--- src/rtl/pe_tile_feeder.sv ---
// Byte-stream front/back end for single_pe: loads a 3x3 filter and a 4x4 tile, fires the PE,
// waits PE_LATENCY cycles, then drains the 2x2 result as bytes. Optional macro: FILTER_REUSE_EN.
module pe_tile_feeder #(
  parameter int PE_LATENCY = 2
) (
  input  logic         clk,
  input  logic         rst,
  input  logic         s_valid,
  output logic         s_ready,
  input  logic [7:0]   s_data,
  input  logic         fil_reload,
  output logic [71:0]  pe_fil,
  output logic [127:0] pe_in,
  output logic         pe_start,
  input  logic [31:0]  pe_c,
  output logic         m_valid,
  input  logic         m_ready,
  output logic [7:0]   m_data,
  output logic         busy
);

  localparam int CW = (PE_LATENCY > 16) ? $clog2(PE_LATENCY) + 1 : 5;

  typedef enum logic [1:0] {
    ST_LOAD_FIL,
    ST_LOAD_ACT,
    ST_WAIT,
    ST_DRAIN
  } state_t;

  state_t        state, state_next;
  logic [CW-1:0] cnt, cnt_next;
  logic [31:0]   res_buf;
  logic          accept;
  logic          m_xfer;
  logic          start;
  logic          capture;
  logic          loading_next;

  assign accept  = s_valid && s_ready;
  assign m_xfer  = m_valid && m_ready;
  assign start   = (state == ST_LOAD_ACT) && accept && (cnt == CW'(15));
  assign capture = (state == ST_WAIT) && (cnt == CW'(PE_LATENCY - 1));
  assign busy    = !(((state == ST_LOAD_FIL) || (state == ST_LOAD_ACT)) && (cnt == '0));
  assign loading_next = (state_next == ST_LOAD_FIL) || (state_next == ST_LOAD_ACT);

  // One counter serves as load byte index, latency count and drain index.
  always_comb begin
    // NOTE: every always_comb output gets a default first so no path infers a latch.
    state_next = state;
    cnt_next   = cnt;
    case (state)
      ST_LOAD_FIL: begin
        if (accept) begin
          if (cnt == CW'(8)) begin
            state_next = ST_LOAD_ACT;
            cnt_next   = '0;
          end else begin
            cnt_next = cnt + 1'b1;
          end
        end
      end
      ST_LOAD_ACT: begin
        if (accept) begin
          if (cnt == CW'(15)) begin
            state_next = ST_WAIT;
            cnt_next   = '0;
          end else begin
            cnt_next = cnt + 1'b1;
          end
        end
      end
      ST_WAIT: begin
        if (capture) begin
          state_next = ST_DRAIN;
          cnt_next   = '0;
        end else begin
          cnt_next = cnt + 1'b1;
        end
      end
      ST_DRAIN: begin
        if (m_xfer) begin
          if (cnt == CW'(3)) begin
`ifdef FILTER_REUSE_EN
            state_next = fil_reload ? ST_LOAD_FIL : ST_LOAD_ACT;
`else
            state_next = ST_LOAD_FIL;
`endif
            cnt_next = '0;
          end else begin
            cnt_next = cnt + 1'b1;
          end
        end
      end
      default: begin
        state_next = ST_LOAD_FIL;
        cnt_next   = '0;
      end
    endcase
  end

`ifndef FILTER_REUSE_EN
  logic unused_fil_reload;
  assign unused_fil_reload = fil_reload;
`endif

  always_ff @(posedge clk) begin
    // NOTE: reset is synchronous, so it lives inside the clocked branch; state uses <= only.
    if (!rst) begin
      state    <= ST_LOAD_FIL;
      cnt      <= '0;
      s_ready  <= 1'b0;
      pe_fil   <= '0;
      pe_in    <= '0;
      pe_start <= 1'b0;
      res_buf  <= '0;
      m_valid  <= 1'b0;
      m_data   <= '0;
    end else begin
      state    <= state_next;
      cnt      <= cnt_next;
      s_ready  <= loading_next;
      pe_start <= start;

      if (accept && (state == ST_LOAD_FIL)) pe_fil[8*int'(cnt) +: 8] <= s_data;
      if (accept && (state == ST_LOAD_ACT)) pe_in[8*int'(cnt) +: 8]  <= s_data;

      // First result byte is presented straight from pe_c so DRAIN starts without a bubble.
      if (capture) begin
        res_buf <= pe_c;
        m_valid <= 1'b1;
        m_data  <= pe_c[7:0];
      end else if ((state == ST_DRAIN) && m_xfer) begin
        if (cnt == CW'(3)) begin
          m_valid <= 1'b0;
        end else begin
          m_data <= res_buf[8*(int'(cnt) + 1) +: 8];
        end
      end
    end
  end

endmodule
--- config.mk ---
export PLATFORM = sky130hd
export DESIGN_NAME = pe_tile_feeder
export DESIGN_NICKNAME = d
export VERILOG_FILES = /design/src/rtl/pe_tile_feeder.sv
export SDC_FILE = /design/constraint.sdc
export NUM_CORES = 1
export LEC_CHECK = 0
export CELL_PAD_IN_SITES_DETAIL_PLACEMENT = 0
export CELL_PAD_IN_SITES_GLOBAL_PLACEMENT = 1
export CORE_MARGIN = 2
export CORE_UTILIZATION = 37
export CTS_BUF_LIST = sky130_fd_sc_hd__clkbuf_2 sky130_fd_sc_hd__clkbuf_4 sky130_fd_sc_hd__clkbuf_8
export DETAILED_ROUTE_END_ITERATION = 10
export HOLD_SLACK_MARGIN = 0.06
export PLACE_DENSITY_LB_ADDON = 0.3
export SKIP_CTS_REPAIR_TIMING = 1
export SLEW_MARGIN = 20
export SYNTH_ARGS = -nofsm -noshare
export SYNTH_HDL_FRONTEND = slang
export SYNTH_SLANG_ARGS = --single-unit
--- constraint.sdc ---
create_clock -name clk -period 4.7 [get_ports clk]
set_clock_uncertainty 0.2 [all_clocks]
set_input_delay 0.94 -clock clk [delete_from_list [all_inputs] [get_ports clk]]
set_output_delay 0.94 -clock clk [all_outputs]
set_load 0.01 [all_outputs]
### Word-level counts from Yosys, hierarchy flattened

Index checks and enable logic that the tools add are counted.

| word-level totals | value |
|---|---|
| flip-flop bits (word level) | 250 |
| input port bits | 45 |

| operators by class | value |
|---|---|
| $add $sub $neg | 3 |
| equal/unequal tests | 12 |
| shift-type cells | 5 |
| multiplexer cells | 24 |
| reductions and logical operators | 19 |

Operator list:

| cell | number |
|---|---|
| bitwise mux 128 bit | 1 |
| variable shift 8 x 33 -> 128 bit, first input constant | 1 |
| indexed part select 8 x 33 -> 128 bit | 1 |
| bitwise mux 72 bit | 1 |
| variable shift 8 x 33 -> 72 bit, first input constant | 1 |
| indexed part select 8 x 33 -> 72 bit | 1 |
| two-way mux 5 bit | 7 |
| negator 8 -> 33 bit | 1 |
| indexed part select 32 x 10 -> 8 bit | 1 |
| two-way mux 8 bit | 3 |
| case mux 5 bit (4 select lines) | 1 |
| two-way mux 2 bit | 7 |
| == test 5 x 4 -> 1 bit, second input constant | 2 |
| logical AND 1 bit | 8 |
| != test 2 bit, second input constant | 4 |
| case mux 2 bit (4 select lines) | 1 |
| adder 5 x 1 -> 6 bit, second input constant | 1 |
| adder 5 x 1 -> 5 bit, second input constant | 1 |
| == test 5 x 1 -> 1 bit, second input constant | 1 |
| == test 5 x 2 -> 1 bit, second input constant | 1 |
| logical NOT 5 bit | 1 |
| == test 2 x 1 -> 1 bit, second input constant | 2 |
| == test 2 bit, second input constant | 2 |
| logical NOT 2 bit | 2 |
| 6 further kinds | 11 |

### Logic depth before layout (Yosys ltp)

| logic depth | value |
|---|---|
| depth after elaboration | 6 |
| mapped depth | 15 |
| mapped depth without buffers | 8 |

### Least setup slack after synthesis

No wires, ideal clock.

| timing path | value |
|---|---|
| path type | register -> register |
| start | register cnt[0] |
| end | register pe_in[30] |
| setup time | 0.070 ns |
| data arrival time | 3.537 ns |
| slack | 0.893 ns |
| cell stages (with the launch flop) | 15 |
| path through | dfxtp_1 > buf_2 > buf_4 > clkbuf_1 > inv_1 > ha_1 > clkbuf_1 > nor3b_1 > ha_1 > and3_1 > clkbuf_1 > nand3_1 > clkbuf_1 > or4b_2 > a21oi_1 |

| between the ends | value |
|---|---|
| cells in the longest elaborated chain, start to end | 3 |
| elaborated cells between the ends (all ways) | 4 |
| those cells by class | 1 x add/sub; 2 x shift; 1 x mux |

RTL lines:

| element | line | RTL |
|---|---|---|
| start, declared | 32 | `logic [CW-1:0] cnt, cnt_next;` |
| start signal, assigned | 121 | `cnt <= cnt_next;` |
| negator 8 -> 33 bit * | 126 | `if (accept && (state == ST_LOAD_ACT)) pe_in[8*int'(cnt) +: 8] <= s_data;` |
| indexed part select 8 x 33 -> 128 bit or variable shift 8 x 33 -> 128 bit (tied branches) | 126 |  |
| bitwise mux 128 bit * | 126 |  |
| end signal, assigned by index | 126 |  |
| end, declared | 13 | `output logic [127:0] pe_in,` |

Every way passes the cells marked *; elsewhere a longest branch is shown, timed or not.
A chain may end at the register's enable or synchronous reset.

### Worst setup path after layout

| timing path | value |
|---|---|
| start | register cnt[0] |
| end | output port busy |

| between the ends | value |
|---|---|
| cells in the longest elaborated chain, start to end | 3 |

RTL lines:

| element | line | RTL |
|---|---|---|
| logical NOT 5 bit | 44 | `assign busy = !(((state == ST_LOAD_FIL) \|\| (state == ST_LOAD_ACT)) && (cnt == '0));` |
| logical AND 1 bit | 44 |  |
| logical NOT 1 bit | 44 |  |
| end, declared | 19 | `output logic busy` |

Every way passes these cells.

==> metrics.txt <==
actual transition at the worst max-transition pin 1.08 ns; violation count after the first detailed-routing iteration 835; number of antenna violations at the first check in global routing 0; number of global-route vias before repair 9041; leakage 0.00483 uW; number of buffers created by CTS 42; Startpoint Class flop; total power density per cell area 315 nW/um^2; cells after synthesis approximately 1200; Synthesized Nets 1262; core region area 27000 sq um; clock tree from TritonCTS built; CP Data Arrival Time 2.51 ns; total number of clock tree sinks 242; filler cell count 2588; critical path type reg -> out; count of flip-flops with a built-in enable after synthesis 0; area grow syn2layout 35.1%; final routed DRC violation total 0; final hold slack around 0.25 ns; fin area 13800 sq um; layout net count 1457; wire length of the first global-routing pass ~52000 microns; pin count of the biggest net entering global routing 67; final setup violating endpoints 0; global route overflow 0; routed via count divided by cell count around 5.5; highest clock frequency the design can meet ~0.27 GHz; part of the total power dissipated in combinational logic 5.8%; Hold WC Path Type reg -> reg; clock share of power 46.8%; Power, Total 4340 uW; Post-synth ARST share 0%; PortBufs 255; Crit. End Element primary output; floorplan die area 29000 sq um; register share of total power 47.4%; unrepaired setup endpoints after global routing no; share of final-layout standard cells stronger than drive strength 1 8.33%; sequential fraction of the synthesis area ~47%; DRT Pass-1 Iters 5; final period demand of the worst path ~3.7 ns; tightest slew margin relative to the limit 28.2%; synthesized area per cell 8.45 sq um; post-synthesis instance area ~10000 sq um; total I/O pin count 257; number of levels the H-tree was split into 2; antenna-violating nets left 0; setup TNS 0 ns; clock transition at the register clock pins on the worst setup and hold paths after CTS 0.06 ns; Total Routed Length 34400 microns; portion of synthesized cell area occupied by the leading cell type 47.4%; internal cell power 3320 uW; top cell type by total area after synthesis sky130_fd_sc_hd__dfxtp_1; switching power as a share of total power 23.6%; most numerous cell in the Yosys netlist sky130_fd_sc_hd__dfxtp_1; final period utilization 77.8%; top area cells in the synthesized netlist sky130_fd_sc_hd__dfxtp_1 (47%), sky130_fd_sc_hd__a21oi_1 (7.7%), sky130_fd_sc_hd__o21ai_0 (7.6%); leading post-synthesis cells by instance count sky130_fd_sc_hd__dfxtp_1 (242), sky130_fd_sc_hd__a21oi_1 (157), sky130_fd_sc_hd__o21ai_0 (156), sky130_fd_sc_hd__nand2_1 (131), sky130_fd_sc_hd__nand3_1 (116); final instance count without filler cells 1770; Post-DP Area 12900 sq um; data required time of the worst path 3.56 ns; count of inserted antenna diode cells 0; weighted congestion reported at the end of routability-driven placement 0.784; Die Height 170 microns; Final Hold Violating Endpoints 0; Die Span X 170 microns; Yosys cell types 55; run status completed; Crit Path Max Fanout 11; Placement Rows 60; power spent charging and discharging nets 1030 uW; flip-flop cell with the highest count after synthesis sky130_fd_sc_hd__dfxtp_1; dpl cells 1701; Detailed Place HPWL about 22000 microns; Synthesis Warnings 0; Initial Util 37.8%; flop and latch count out of synthesis 242; Peak VDD IR 0.245 mV; via count 9733; max capacitance violation total 0; final max-slew violation count 0; clock insertion delay at the later pin of the skew report ~0.54 ns; global router's overall resource usage between 20% and 30%; Max Buffers Root-to-Sink 3; root cell of the clock tree sky130_fd_sc_hd__clkbuf_8; routed len/inst about 20 microns
## path summary, 6_finish.rpt
check                              endpoint         from  depth (start not counted)  slack [ns]
worst max-delay path                   busy       cnt[0]                          6        1.05
worst min-delay path            res_buf[17]  res_buf[17]                          2        0.25
worst max register to register    pe_in[24]       cnt[0]                          8        1.25
worst min register to register  res_buf[17]  res_buf[17]                          2        0.25
## per-layer routing
layer  vias up  global-route usage [%]  share of wire [%]
li1       4716                       -                  -
met1      4583                    32.4                 46
met2       366                    34.1                 44
met3        68                    5.58                7.6
met4         0                    8.36                2.8
met5         -                       0                  0
## registers in the layout, indices dropped and copies added, names as in the netlist
name      cells
pe_in       128
pe_fil       72
res_buf      24
m_data        8
cnt           5
state         2
m_valid       1
pe_start      1
s_ready       1
## layout by cell type, fill, tap and decap left out, types with 8 or more instances in the layout
cell type                         netlist  routed
sky130_fd_sc_hd__o21ai_0              156     156
sky130_fd_sc_hd__buf_4                  2      26
sky130_fd_sc_hd__clkdlybuf4s50_1        0     254
sky130_fd_sc_hd__nand4_1               36      36
sky130_fd_sc_hd__and3_1                32      32
sky130_fd_sc_hd__mux2i_1               50      50
sky130_fd_sc_hd__clkbuf_4               0       8
sky130_fd_sc_hd__clkbuf_8               0      57
sky130_fd_sc_hd__a21boi_0              16      16
sky130_fd_sc_hd__and2_0                11      11
sky130_fd_sc_hd__ha_1                   8       8
sky130_fd_sc_hd__nand3_1              116     116
sky130_fd_sc_hd__o2bb2ai_1             10      10
sky130_fd_sc_hd__or4b_2                 8       8
sky130_fd_sc_hd__dfxtp_1              242     242
sky130_fd_sc_hd__a21oi_1              157     157
sky130_fd_sc_hd__a22oi_1                9       9
sky130_fd_sc_hd__o21a_1                18      18
sky130_fd_sc_hd__nor3b_1               10       9
sky130_fd_sc_hd__nand2_1              131     131
## final cells by class
class                           count  area, sq um  area share, %
Tap cell                          341          427           3.09
Sequential cell                   242         4840           35.1
Timing Repair Buffer              280         2740           19.8
Inverter                            8         32.5          0.236
Clock buffer                       65          845           6.12
Clock inverter                      4         45.0          0.326
Multi-Input combinational cell    830         4870           35.3
## worst max-delay path, cell delays in order (launching register included)
cell	delay [ns]
sky130_fd_sc_hd__dfxtp_1	0.31
sky130_fd_sc_hd__inv_1	0.10
sky130_fd_sc_hd__ha_1	0.48
sky130_fd_sc_hd__nor3b_1	0.25
sky130_fd_sc_hd__ha_1	0.26
sky130_fd_sc_hd__nand2_1	0.10
sky130_fd_sc_hd__clkdlybuf4s50_1	0.48
## kinds of logic after synthesis
| logic type | share of synthesized area (%) |
|---|---|
| AO/OA/AOI/OAI | 21.2 |
| multiplexers | 5.03 |
| adder cells (fa/ha/maj) | 0.980 |
| flip-flops | 47.4 |
| buffers and inverters | 5.23 |
| XOR/XNOR | 0.343 |
| AND/OR/NAND/NOR | 19.8 |
## per-stage QoR
step / setup slack [ns] / util, %
after floorplan: 0.893 / -
after global placement: 1.15 / 47.7
after detailed placement: 1.11 / 47.7
after CTS: 1.01 / 51.0
after global routing: 0.869 / 51.1
final: 1.05 / 51.1
## power groups by stage
stage	Sequential (uW)	Combinational, uW	Clock (uW)
final	2060	250	2030
after global routing	2060	267	2190
after CTS	2060	248	2080
after detailed placement	2100	247	0
after global placement	2100	247	0
after floorplan	2110	138	0
(Power assumes the default switching activity.)
